<file path="src/rtl/cpu_pkg.sv">
// Shared CPU definitions: fetch FSM state type, opcode constants,
// instruction field bit positions and small decode/align helpers.
package cpu_pkg;

  typedef enum logic {
    ST_IDLE  = 1'b0,
    ST_FETCH = 1'b1
  } fetch_state_e;

  localparam logic [5:0] OPC_RTYPE = 6'b000000;
  localparam logic [5:0] OPC_ADDI  = 6'b001000;
  localparam logic [5:0] OPC_ORI   = 6'b001101;
  localparam logic [5:0] OPC_LUI   = 6'b001111;
  localparam logic [5:0] OPC_LW    = 6'b100011;

  localparam int OPC_MSB = 31;
  localparam int OPC_LSB = 26;
  localparam int RS_MSB  = 25;
  localparam int RS_LSB  = 21;
  localparam int RT_MSB  = 20;
  localparam int RT_LSB  = 16;
  localparam int RD_MSB  = 15;
  localparam int RD_LSB  = 11;
  localparam int FN_MSB  = 5;
  localparam int FN_LSB  = 0;
  localparam int IMM_MSB = 15;
  localparam int IMM_LSB = 0;

  localparam logic [31:0] PC_STEP = 32'd4;

  typedef struct packed {
    logic [5:0]  opcode;
    logic [4:0]  rs;
    logic [4:0]  rt;
    logic [4:0]  rd;
    logic [5:0]  funct;
    logic [15:0] imm16;
  } instr_fields_t;

  function automatic instr_fields_t decode_fields(
    input logic [31:0] ir
  );
    instr_fields_t f;
    f.opcode = ir[OPC_MSB:OPC_LSB];
    f.rs     = ir[RS_MSB:RS_LSB];
    f.rt     = ir[RT_MSB:RT_LSB];
    f.rd     = ir[RD_MSB:RD_LSB];
    f.funct  = ir[FN_MSB:FN_LSB];
    f.imm16  = ir[IMM_MSB:IMM_LSB];
    return f;
  endfunction

  // Instruction memory is word addressed; byte offset bits are dropped.
  function automatic logic [31:0] word_align(
    input logic [31:0] a
  );
    return {a[31:2], 2'b00};
  endfunction

endpackage

</file>
<file path="src/rtl/fetch_watchdog.sv">
// Fetch timeout counter; exists only when FETCH_TIMEOUT_EN is defined.
// Ports: clk, rst (async high), run_i (FSM in FETCH), ack_i (memory
// ack), expired_o (high in the TIMEOUT_CYCLES-th FETCH cycle w/o ack).
`ifdef FETCH_TIMEOUT_EN
module fetch_watchdog #(
  parameter int TIMEOUT_CYCLES = 16
) (
  input  logic clk,
  input  logic rst,
  input  logic run_i,
  input  logic ack_i,
  output logic expired_o
);

  localparam int CW = $clog2(TIMEOUT_CYCLES + 1);
  localparam logic [CW-1:0] LAST = CW'(TIMEOUT_CYCLES - 1);

  logic [CW-1:0] cnt_q;
  logic [CW-1:0] cnt_d;

  assign expired_o = run_i && (cnt_q == LAST);

  // Counter restarts whenever the FSM leaves FETCH, so each
  // request gets a fresh budget.
  always_comb begin
    cnt_d = '0;
    if (run_i && !ack_i && !expired_o) begin
      cnt_d = cnt_q + 1'b1;
    end
  end

  always_ff @(posedge clk or posedge rst) begin
    if (rst) begin
      cnt_q <= '0;
    end else begin
      cnt_q <= cnt_d;
    end
  end

endmodule
`endif

</file>
<file path="src/rtl/instruction_fetch_unit.sv">
// Multicycle instruction fetch: PC, IR, IDLE/FETCH handshake FSM and
// combinational IR field decode.
// Ports: clk, rst (async high); fetch_start, pc_load, pc_next from
// control; imem_req/imem_addr/imem_ack/imem_rdata memory handshake;
// fetch_done pulse; Instr and decoded fields Opcode/Rs/Rt/Rd/Funct/
// Imm16/ZeroExtendCTL; pc, pc_plus4; fetch_err sticky timeout flag.
// Option: FETCH_TIMEOUT_EN adds a watchdog that aborts stalled fetches.
module instruction_fetch_unit
  import cpu_pkg::*;
#(
  parameter logic [31:0] RESET_PC       = 32'h0000_0000,
  parameter logic [5:0]  LUI_OPCODE     = OPC_LUI,
  parameter int          TIMEOUT_CYCLES = 16
) (
  input  logic        clk,
  input  logic        rst,
  input  logic        fetch_start,
  input  logic        pc_load,
  input  logic [31:0] pc_next,
  output logic        imem_req,
  output logic [31:0] imem_addr,
  input  logic        imem_ack,
  input  logic [31:0] imem_rdata,
  output logic        fetch_done,
  output logic [31:0] Instr,
  output logic [5:0]  Opcode,
  output logic [4:0]  Rs,
  output logic [4:0]  Rt,
  output logic [4:0]  Rd,
  output logic [5:0]  Funct,
  output logic [15:0] Imm16,
  output logic        ZeroExtendCTL,
  output logic [31:0] pc,
  output logic [31:0] pc_plus4,
  output logic        fetch_err
);

  fetch_state_e  state_q;
  fetch_state_e  state_d;
  logic [31:0]   pc_q;
  logic [31:0]   pc_d;
  logic [31:0]   instr_q;
  logic [31:0]   instr_d;
  logic          done_q;
  logic          done_d;
  logic          timeout;
  instr_fields_t fields;

`ifdef FETCH_TIMEOUT_EN
  logic err_q;
  logic err_d;

  fetch_watchdog #(
    .TIMEOUT_CYCLES(TIMEOUT_CYCLES)
  ) u_watchdog (
    .clk      (clk),
    .rst      (rst),
    .run_i    (state_q == ST_FETCH),
    .ack_i    (imem_ack),
    .expired_o(timeout)
  );

  // Set on timeout, cleared when the next fetch is accepted.
  always_comb begin
    err_d = err_q;
    if (state_q == ST_IDLE && fetch_start) begin
      err_d = 1'b0;
    end else if (state_q == ST_FETCH && !imem_ack && timeout) begin
      err_d = 1'b1;
    end
  end

  always_ff @(posedge clk or posedge rst) begin
    if (rst) begin
      err_q <= 1'b0;
    end else begin
      err_q <= err_d;
    end
  end

  assign fetch_err = err_q;
`else
  logic unused_timeout_cfg;

  assign unused_timeout_cfg = ^TIMEOUT_CYCLES;
  assign timeout   = 1'b0;
  assign fetch_err = 1'b0;
`endif

  always_comb begin
    state_d   = state_q;
    pc_d      = pc_q;
    instr_d   = instr_q;
    done_d    = 1'b0;
    imem_req  = 1'b0;
    imem_addr = pc_q;
    unique case (state_q)
      ST_IDLE: begin
        // A same-cycle load is visible to the fetch because the
        // request is issued from the registered PC next cycle.
        if (pc_load) begin
          pc_d = word_align(pc_next);
        end
        if (fetch_start) begin
          state_d = ST_FETCH;
        end
      end
      ST_FETCH: begin
        imem_req = 1'b1;
        if (imem_ack) begin
          instr_d = imem_rdata;
          pc_d    = pc_plus4;
          done_d  = 1'b1;
          state_d = ST_IDLE;
        end else if (timeout) begin
          state_d = ST_IDLE;
        end
      end
    endcase
  end

  always_ff @(posedge clk or posedge rst) begin
    if (rst) begin
      state_q <= ST_IDLE;
      pc_q    <= RESET_PC;
      instr_q <= 32'h0;
      done_q  <= 1'b0;
    end else begin
      state_q <= state_d;
      pc_q    <= pc_d;
      instr_q <= instr_d;
      done_q  <= done_d;
    end
  end

  assign pc         = pc_q;
  assign pc_plus4   = pc_q + PC_STEP;
  assign Instr      = instr_q;
  assign fetch_done = done_q;

  assign fields        = decode_fields(instr_q);
  assign Opcode        = fields.opcode;
  assign Rs            = fields.rs;
  assign Rt            = fields.rt;
  assign Rd            = fields.rd;
  assign Funct         = fields.funct;
  assign Imm16         = fields.imm16;
  assign ZeroExtendCTL = (fields.opcode == LUI_OPCODE);

endmodule

</file>
<file path="config.mk">
export PLATFORM = sky130hd
export DESIGN_NAME = instruction_fetch_unit
export DESIGN_NICKNAME = d
export VERILOG_FILES = /design/src/rtl/cpu_pkg.sv /design/src/rtl/fetch_watchdog.sv /design/src/rtl/instruction_fetch_unit.sv
export SDC_FILE = /design/constraint.sdc
export NUM_CORES = 1
export LEC_CHECK = 0
export ABC_AREA = 0
export CORE_MARGIN = 8
export CORE_UTILIZATION = 41
export CTS_BUF_LIST = sky130_fd_sc_hd__clkbuf_16
export DETAILED_ROUTE_END_ITERATION = 10
export PLACE_DENSITY_LB_ADDON = 0.08
export SLEW_MARGIN = 20
export SYNTH_ARGS = -nofsm -noshare
export SYNTH_HDL_FRONTEND = slang
export SYNTH_SLANG_ARGS = --single-unit
</file>
<file path="constraint.sdc">
create_clock -name clk -period 3.88 [get_ports clk]
set_input_delay 0.388 -clock clk [delete_from_list [all_inputs] [get_ports clk]]
set_output_delay 0.388 -clock clk [all_outputs]
set_load 0.03 [all_outputs]
</file>
After elaboration in Yosys (flattened, before gate mapping)
Index checks and enable logic that the tools add are counted.
Widths: inputs -> output; s select.
{"block": "word_totals", "reg_bits": 66, "inputBits": 69, "out_inout_bits": 175, "wordCells": 20}
{"block": "op_classes", "addsub": 1, "eq_ne": 3, "muxes": 9, "n_bitwise": 1, "reduce_logical": 2}
{"operator": "$mux 32", "n": 2}
{"operator": "$pmux 32 s2", "n": 1}
{"operator": "$add 32x3->32 const B", "n": 1}
{"operator": "$eq 6x4->1 const B", "n": 1}
{"operator": "$mux 1", "n": 5}
{"operator": "$ne 2x2->1 const B", "n": 2}
{"operator": "$reduce_and 2->1", "n": 2}
{"operator": "$pmux 1 s2", "n": 1}
{"operator": "$not 1->1", "n": 1}

Depth between registers and ports, before layout
Gate-level depths: netlist of run 1.
{"block": "logic_depth", "depth_word": 3, "mapped_depth": 7, "mapped_depth_nobuf": 6}

Worst setup path after synthesis of run 1
OpenSTA, ideal clock, no wires.
{"block": "synth_timing", "kind": "register to output", "startpoint": "register pc_q[3] (netlist: imem_addr[3])", "endpoint": "output port pc_plus4[22]", "arrival_time_ps": 2375, "t_required_ps": 3492, "path_slack_ps": 1117, "stages_incl_launch_ff": 6, "path_buffers": 0, "path_cell_list": "dfrtp_1 -> ha_1 -> nand3_1 -> or4_4 -> nor4_4 -> xor2_1"}
{"block": "synth_via", "elab_chain_len": 1}
{"element": "from (decl)", "line": "instruction_fetch_unit.sv:40", "source": "logic [31:0] pc_q;"}
{"element": "from (signal assigned)", "line": "instruction_fetch_unit.sv:130", "source": "pc_q <= pc_d;"}
{"element": "$add 32x3->32", "line": "instruction_fetch_unit.sv:137", "source": "assign pc_plus4 = pc_q + PC_STEP;"}
{"element": "to (decl)", "line": "instruction_fetch_unit.sv:34", "source": "output logic [31:0] pc_plus4,"}
No other way between the ends.

Worst setup path after layout of run 1
{"block": "layout_timing", "startpoint": "register pc_q[2] (netlist: imem_addr[2])", "endpoint": "output port pc_plus4[22]"}
Same word-level chain as after synthesis.

==> results of run 1 <==
## layout by cell type, fill, tap and decap left out, drive strengths merged, types with 8 or more instances in the layout
master,count
nand3,21
dfrtp,64
nand4,17
clkbuf,9
nand2,132
inv,8
o211ai,12
xor2,12
clkdlybuf4s50,234
xnor2,17
o311ai,10
nor2,22
## metal layers
metal | wire (um) | GRT usage | part of all wire | vias up
met1 | 5650 | 0.242 | 0.39 | 1881
met3 | 1630 | 0.0657 | 0.11 | 20
met4 | 176 | 0.0527 | 0.012 | 0
li1 | - | - | - | 1880
met5 | 0 | 0 | 0 | -
met2 | 7050 | 0.345 | 0.49 | 197
## worst max-delay path: stages, from the launching register on
cell             delay, ns
dfrtp_1               0.44
ha_1                  0.28
nand3_1               0.32
or4_4                 0.54
nor4_4                0.34
xor2_1                0.20
clkdlybuf4s50_1       0.70
## stage by stage
stage	total power, mW	hold WS (ns)	worst slack [ns]
floorplan	2.55	0.493	1.12
global placement	3.32	0.481	0.758
detailed placement	3.35	0.492	0.714
CTS	4.17	0.507	0.333
global route	4.32	0.539	0.119
finish	4.12	0.502	0.336
## flip-flops by register name, indices dropped and copies added, names as in the netlist
signal and cells:
state_q 1, fetch_done 1, imem_addr 30, Instr 32
## cells in the mapped netlist, types with 2 or more instances
master,instances,area share
nor2_1,22,0.020
o22ai_1,2,0.0030
nand3_1,20,0.024
buf_6,4,0.011
a211oi_1,4,0.0073
a311oi_1,2,0.0042
o311ai_0,10,0.021
dfrtp_1,64,0.39
nand2b_1,2,0.0030
a221o_1,2,0.0048
or2_2,2,0.0030
nand2_1,132,0.12
and3b_1,3,0.0063
clkbuf_2,2,0.0024
o21ai_0,5,0.0060
o211ai_1,12,0.022
inv_1,7,0.0063
xor2_1,12,0.025
nor3_1,6,0.0073
xnor2_1,17,0.036
a21oi_1,7,0.0085
nand4_1,16,0.024
buf_1,2,0.0018
nor4_4,2,0.010
mux2i_1,3,0.0073
nor4_1,5,0.0076
nor2b_1,3,0.0045
buf_4,83,0.15
o221a_2,2,0.0054
and3_1,5,0.0076
clkbuf_1,15,0.014
## where the power goes
group	internal (mW)	total (mW)	switching [mW]	leakage, nW
Sequential	0.821	1.09	0.272	0.780
Clock	0.497	0.805	0.308	0.138
Combinational	0.914	2.22	1.31	1.66
## cell type report
| cell class | instances | area (um2) |
|---|---|---|
| Multi-Input combinational cell | 318 | 1790 |
| Timing Repair Buffer | 240 | 2390 |
| Clock buffer | 9 | 225 |
| Tap cell | 133 | 166 |
| Sequential cell | 64 | 1600 |
| Inverter | 7 | 26.3 |
| Clock inverter | 7 | 71.3 |
| Fill cell | 875 | 3500 |
## cell families after synthesis
logic type / synth area share
DFF: 0.387
AOI/OAI and AO/OA: 0.0970
muxes: 0.00725
adders and majority gates: 0.00302
xor gates and xnor gates: 0.0613
other: 0.000906
and+or+nand+nor: 0.257
buffers and inverters: 0.187
## worst min-delay path by stage
stage / start / endpoint / slack [ns] / cells past startpoint
after floorplan: imem_rdata[0] / Instr[0] / 0.49 / 2
after global placement: Instr[22] / Instr[22] / 0.48 / 2
after detailed placement: Instr[18] / Instr[18] / 0.49 / 2
after CTS: Instr[18] / Instr[18] / 0.51 / 2
after global routing: Instr[22] / Instr[22] / 0.54 / 2
final: Instr[24] / Instr[24] / 0.50 / 2
==> impl_metrics.yaml, run 1 <==
outcome:
  status: "completed"
die:
  die_area_um2: 13600
  die_x_um: 116
  placement_rows: 36
  coreArea_um2: 9770
  die_h_um: 116
  initial_core_util: 0.424
  io_pins: 244
yosys:
  syn_inst: 490
  ys_warn_count: 0
  synth-edff-count: 0
  ys_ff_latch: 64
  synthesis.area_um2: 4140
  synth-seq-area-share: 0.387
  netlist-cell-type-count: 48
  async_reset_ff_frac: 1.00
  synth.avg_cell_area_um2: 8.45
  synth_ff_type: "dfrtp_1"
clock_network:
  cts_sinks: 64
  clkTransAtPathRegs_ns: 0.06
  numCtsBuffers: 9
  postCtsHoldBufs: 0
  clockRootBuffer: "clkbuf_16"
  htree_num_levels: 3
  max-clock-path-buffers: 2
  insertion_delay_ns: 0.32
  post_cts_resized: 0
  cts_tree: "yes"
  post_cts_buffers: 0
setup_path:
  rr_startpoint: "imem_addr[2]"
  crit_type: "flip-flop to output port"
  crit_end: "pc_plus4[22]"
  start_kind: "flip-flop"
  reg2reg_to: "imem_addr[22]"
  crit_path_end_kind: "output port"
  r2r_cells: 6
  crit_arrival_ns: 3.16
  r2r_slack_ns: 1.57
  crit_required_ns: 3.49
  cp-startpoint: "imem_addr[2]"
  crit_fanout: 6
detailed_routing:
  wl_um: 14500
  vias_per_cell: 5.11
  drc_errors: 0
  drtIter0Drc: 221
  firstDrtPassIters: 4
  routedWlPerCell_um: 18.6
  num_vias: 3978
  drtAntennaViolNets: 0
global_route:
  antenna_found_initial: 0
  track_usage: 0.203
  overflow: 0
  first_global_vias: 3896
  grt_pass1_wl_um: 21600
  grt_max_degree: 49
sta:
  finalHoldViolations: 0
  slew_violations: 0
  fin_crit_ns: 3.54
  rsz0062_at_grt: "no"
  fin_skew_ns: 0.00762
  setup_violations: 0
  relSlewSlack: 0.351
  worst_slew_pin_slew_ns: 0.973
  fin_crit_sh: 0.913
  fmax_ghz: 0.282
  fin_tns_setup_ns: 0
final_layout:
  nNetsFinal: 710
  area_delta_synth_final_pct: 51.5
  final_core_util: 0.642
  layout-drive-gt1-share: 0.0558
  num_antenna_cells: 0
  design_area_um2: 6270
  fin_cells: 778
pwr:
  pwr_density_cell_nw_per_um2: 657
  cellLeakagePower_nw: 2.58
  ir_drop_v: 0.000388
placed_design:
  dpl_cell_area_um2: 5970
  hpwl_um: 11000
  dp.cells: 762
  port_buffers: 234
  routabilityCongestion: 0.846
worst_hold_path:
  hold_path_class: "flip-flop to flip-flop"
flow_run:
  drv_cap: 0
No activity file was read; power rests on OpenSTA's default activity.
==> run 2, diff against run 1 <==
Settings changed: CTS_CLUSTER_DIAMETER set to 120.
==> results of run 2 <==
No change in the layout: final DEF, timing and power equal those of run 1.
==> run 3, diff against run 2 <==
Clock period 3.88 ns to 4.53 ns, I/O delays scaled along.
==> impl_metrics.yaml, run 3 (synthesis gave the netlist of run 1 again) <==
outcome:
  status: "completed"
worst_hold_path:
  hold_path_class: "flip-flop to flip-flop"
  hold_start: "Instr[24]"
  holdPathStages: 2
  worstHoldEndpoint: "Instr[24]"
sta:
  fin_tns_setup_ns: 0
  finalHoldViolations: 0
  slew_violations: 0
  setup_violations: 0
  fin_skew_ns: 0.00776
  fin_crit_ns: 3.63
  worst_slew_pin_slew_ns: 0.919
  relSlewSlack: 0.388
  rsz0062_at_grt: "no"
  fin_crit_sh: 0.801
  fmax_ghz: 0.276
clock_network:
  postCtsHoldBufs: 0
  numCtsBuffers: 9
  post_cts_resized: 0
  clockRootBuffer: "clkbuf_16"
  clkTransAtPathRegs_ns: 0.05
  max-clock-path-buffers: 2
  post_cts_buffers: 0
  insertion_delay_ns: 0.32
  cts_tree: "yes"
  cts_sinks: 64
  htree_num_levels: 3
global_route:
  antenna_found_initial: 0
  globalRouteMet2Util: 0.359
  grt_pass1_wl_um: 21500
  track_usage: 0.203
  use_met1: 0.234
  use_met3: 0.0605
  grt_max_degree: 50
  first_global_vias: 3935
  overflow: 0
  grt-busiest-layer: "met2"
detailed_routing:
  drtIter0Drc: 193
  num_vias: 3897
  firstDrtPassIters: 5
  wl_um: 14400
  drtAntennaViolNets: 0
  drc_errors: 0
  vias_per_cell: 5.04
  routedWlPerCell_um: 18.6
die:
  coreArea_um2: 9770
  die_h_um: 116
  io_pins: 244
  initial_core_util: 0.424
  die_area_um2: 13600
  placement_rows: 36
  die_x_um: 116
final_layout:
  num_antenna_cells: 0
  design_area_um2: 6230
  largest_register_ffs: 32
  layout-drive-gt1-share: 0.0422
  final_common_cell: "clkdlybuf4s50_1"
  final_core_util: 0.637
  final_cell_mix: "clkdlybuf4s50_1 (234), nand2_1 (131), dfrtp_1 (64)"
  nNetsFinal: 706
  area_delta_synth_final_pct: 50.4
setup_path:
  start_kind: "flip-flop"
  crit_path_end_kind: "output port"
  cp_cell_sequence: "ha_1, nand3_1, or4_4, nor4_4, xor2_1, clkdlybuf4s50_1"
  crit_fanout: 6
  reg2reg_to: "imem_addr[19]"
  crit_buf_inv: 1
  slowest_delay_ns: 0.70
  crit_type: "flip-flop to output port"
  cp_slowest_cell: "clkdlybuf4s50_1"
  cp_top_family: "simple AND/OR/NAND/NOR gates"
  r2r_cells: 5
  crit_arrival_ns: 3.17
  r2r_slack_ns: 1.86
  crit_required_ns: 4.08
  rr_startpoint: "state_q"
pwr:
  ir_drop_v: 0.000319
  pwr_density_cell_nw_per_um2: 561
  finalPower_mw: 3.49
  cellLeakagePower_nw: 2.56
placed_design:
  dpl_cell_area_um2: 5950
  routabilityCongestion: 0.850
  port_buffers: 234
  hpwl_um: 10800
flow_run:
  drv_cap: 0
==> run 3: cell count changes in the layout (fill, tap and decap cells not counted) <==
cell	change
buf_4	-4
clkinv_1	+3
clkinv_2	-2
clkinvlp_4	-2
inv_1	+1
inv_6	-1
nor2b_2	-1
nor2b_4	+1
==> run 3: worst max-delay path by stage <==
stage	from	to	slack, ns	depth (start not counted)
global placement	imem_addr[2]	pc_plus4[22]	1.33	6
detailed placement	imem_addr[2]	pc_plus4[22]	1.26	6
global route	imem_addr[2]	pc_plus4[22]	0.73	6
floorplan	imem_addr[3]	pc_plus4[22]	1.70	5
finish	imem_addr[2]	pc_plus4[22]	0.90	6
CTS	imem_addr[2]	pc_plus4[22]	0.89	6
==> run 3: area by class of cell <==
cell class	count	area, um2
Fill cell	838	3550
Sequential cell	64	1600
Clock buffer	9	225
Multi-Input combinational cell	318	1800
Clock inverter	6	52.6
Timing Repair Buffer	236	2360
Inverter	7	26.3
Tap cell	133	166
==> run 3: tightest hold or removal path, delay by kind of cell, from the launching register on <==
family	cells	cell delay (ns)
DFF	1	0.36
and+or+nand+nor	2	0.12
==> run 3: metal layers <==
layer  routed length [um]  part of all wire  vias to the layer above
met3                 1530              0.11                        4
met5                    0                 0                        -
li1                     -                 -                     1865
met4                   45            0.0031                        0
met2                 7020              0.49                      174
met1                 5750              0.40                     1854
==> run 3: stage by stage <==
stage               std cells  worst slack (ns)  hold WS (ns)
floorplan                 496              1.70         0.558
global placement          758              1.33         0.484
detailed placement        758              1.26         0.490
CTS                       773             0.893         0.504
global route              773             0.727         0.530
finish                    773             0.903         0.500
==> run 3: power by group <==
group,leakage (nW),switching (mW),internal (mW)
clock,0.135,0.235,0.414
combinational,1.64,1.12,0.781
sequential,0.780,0.233,0.704
total,2.56,1.59,1.90
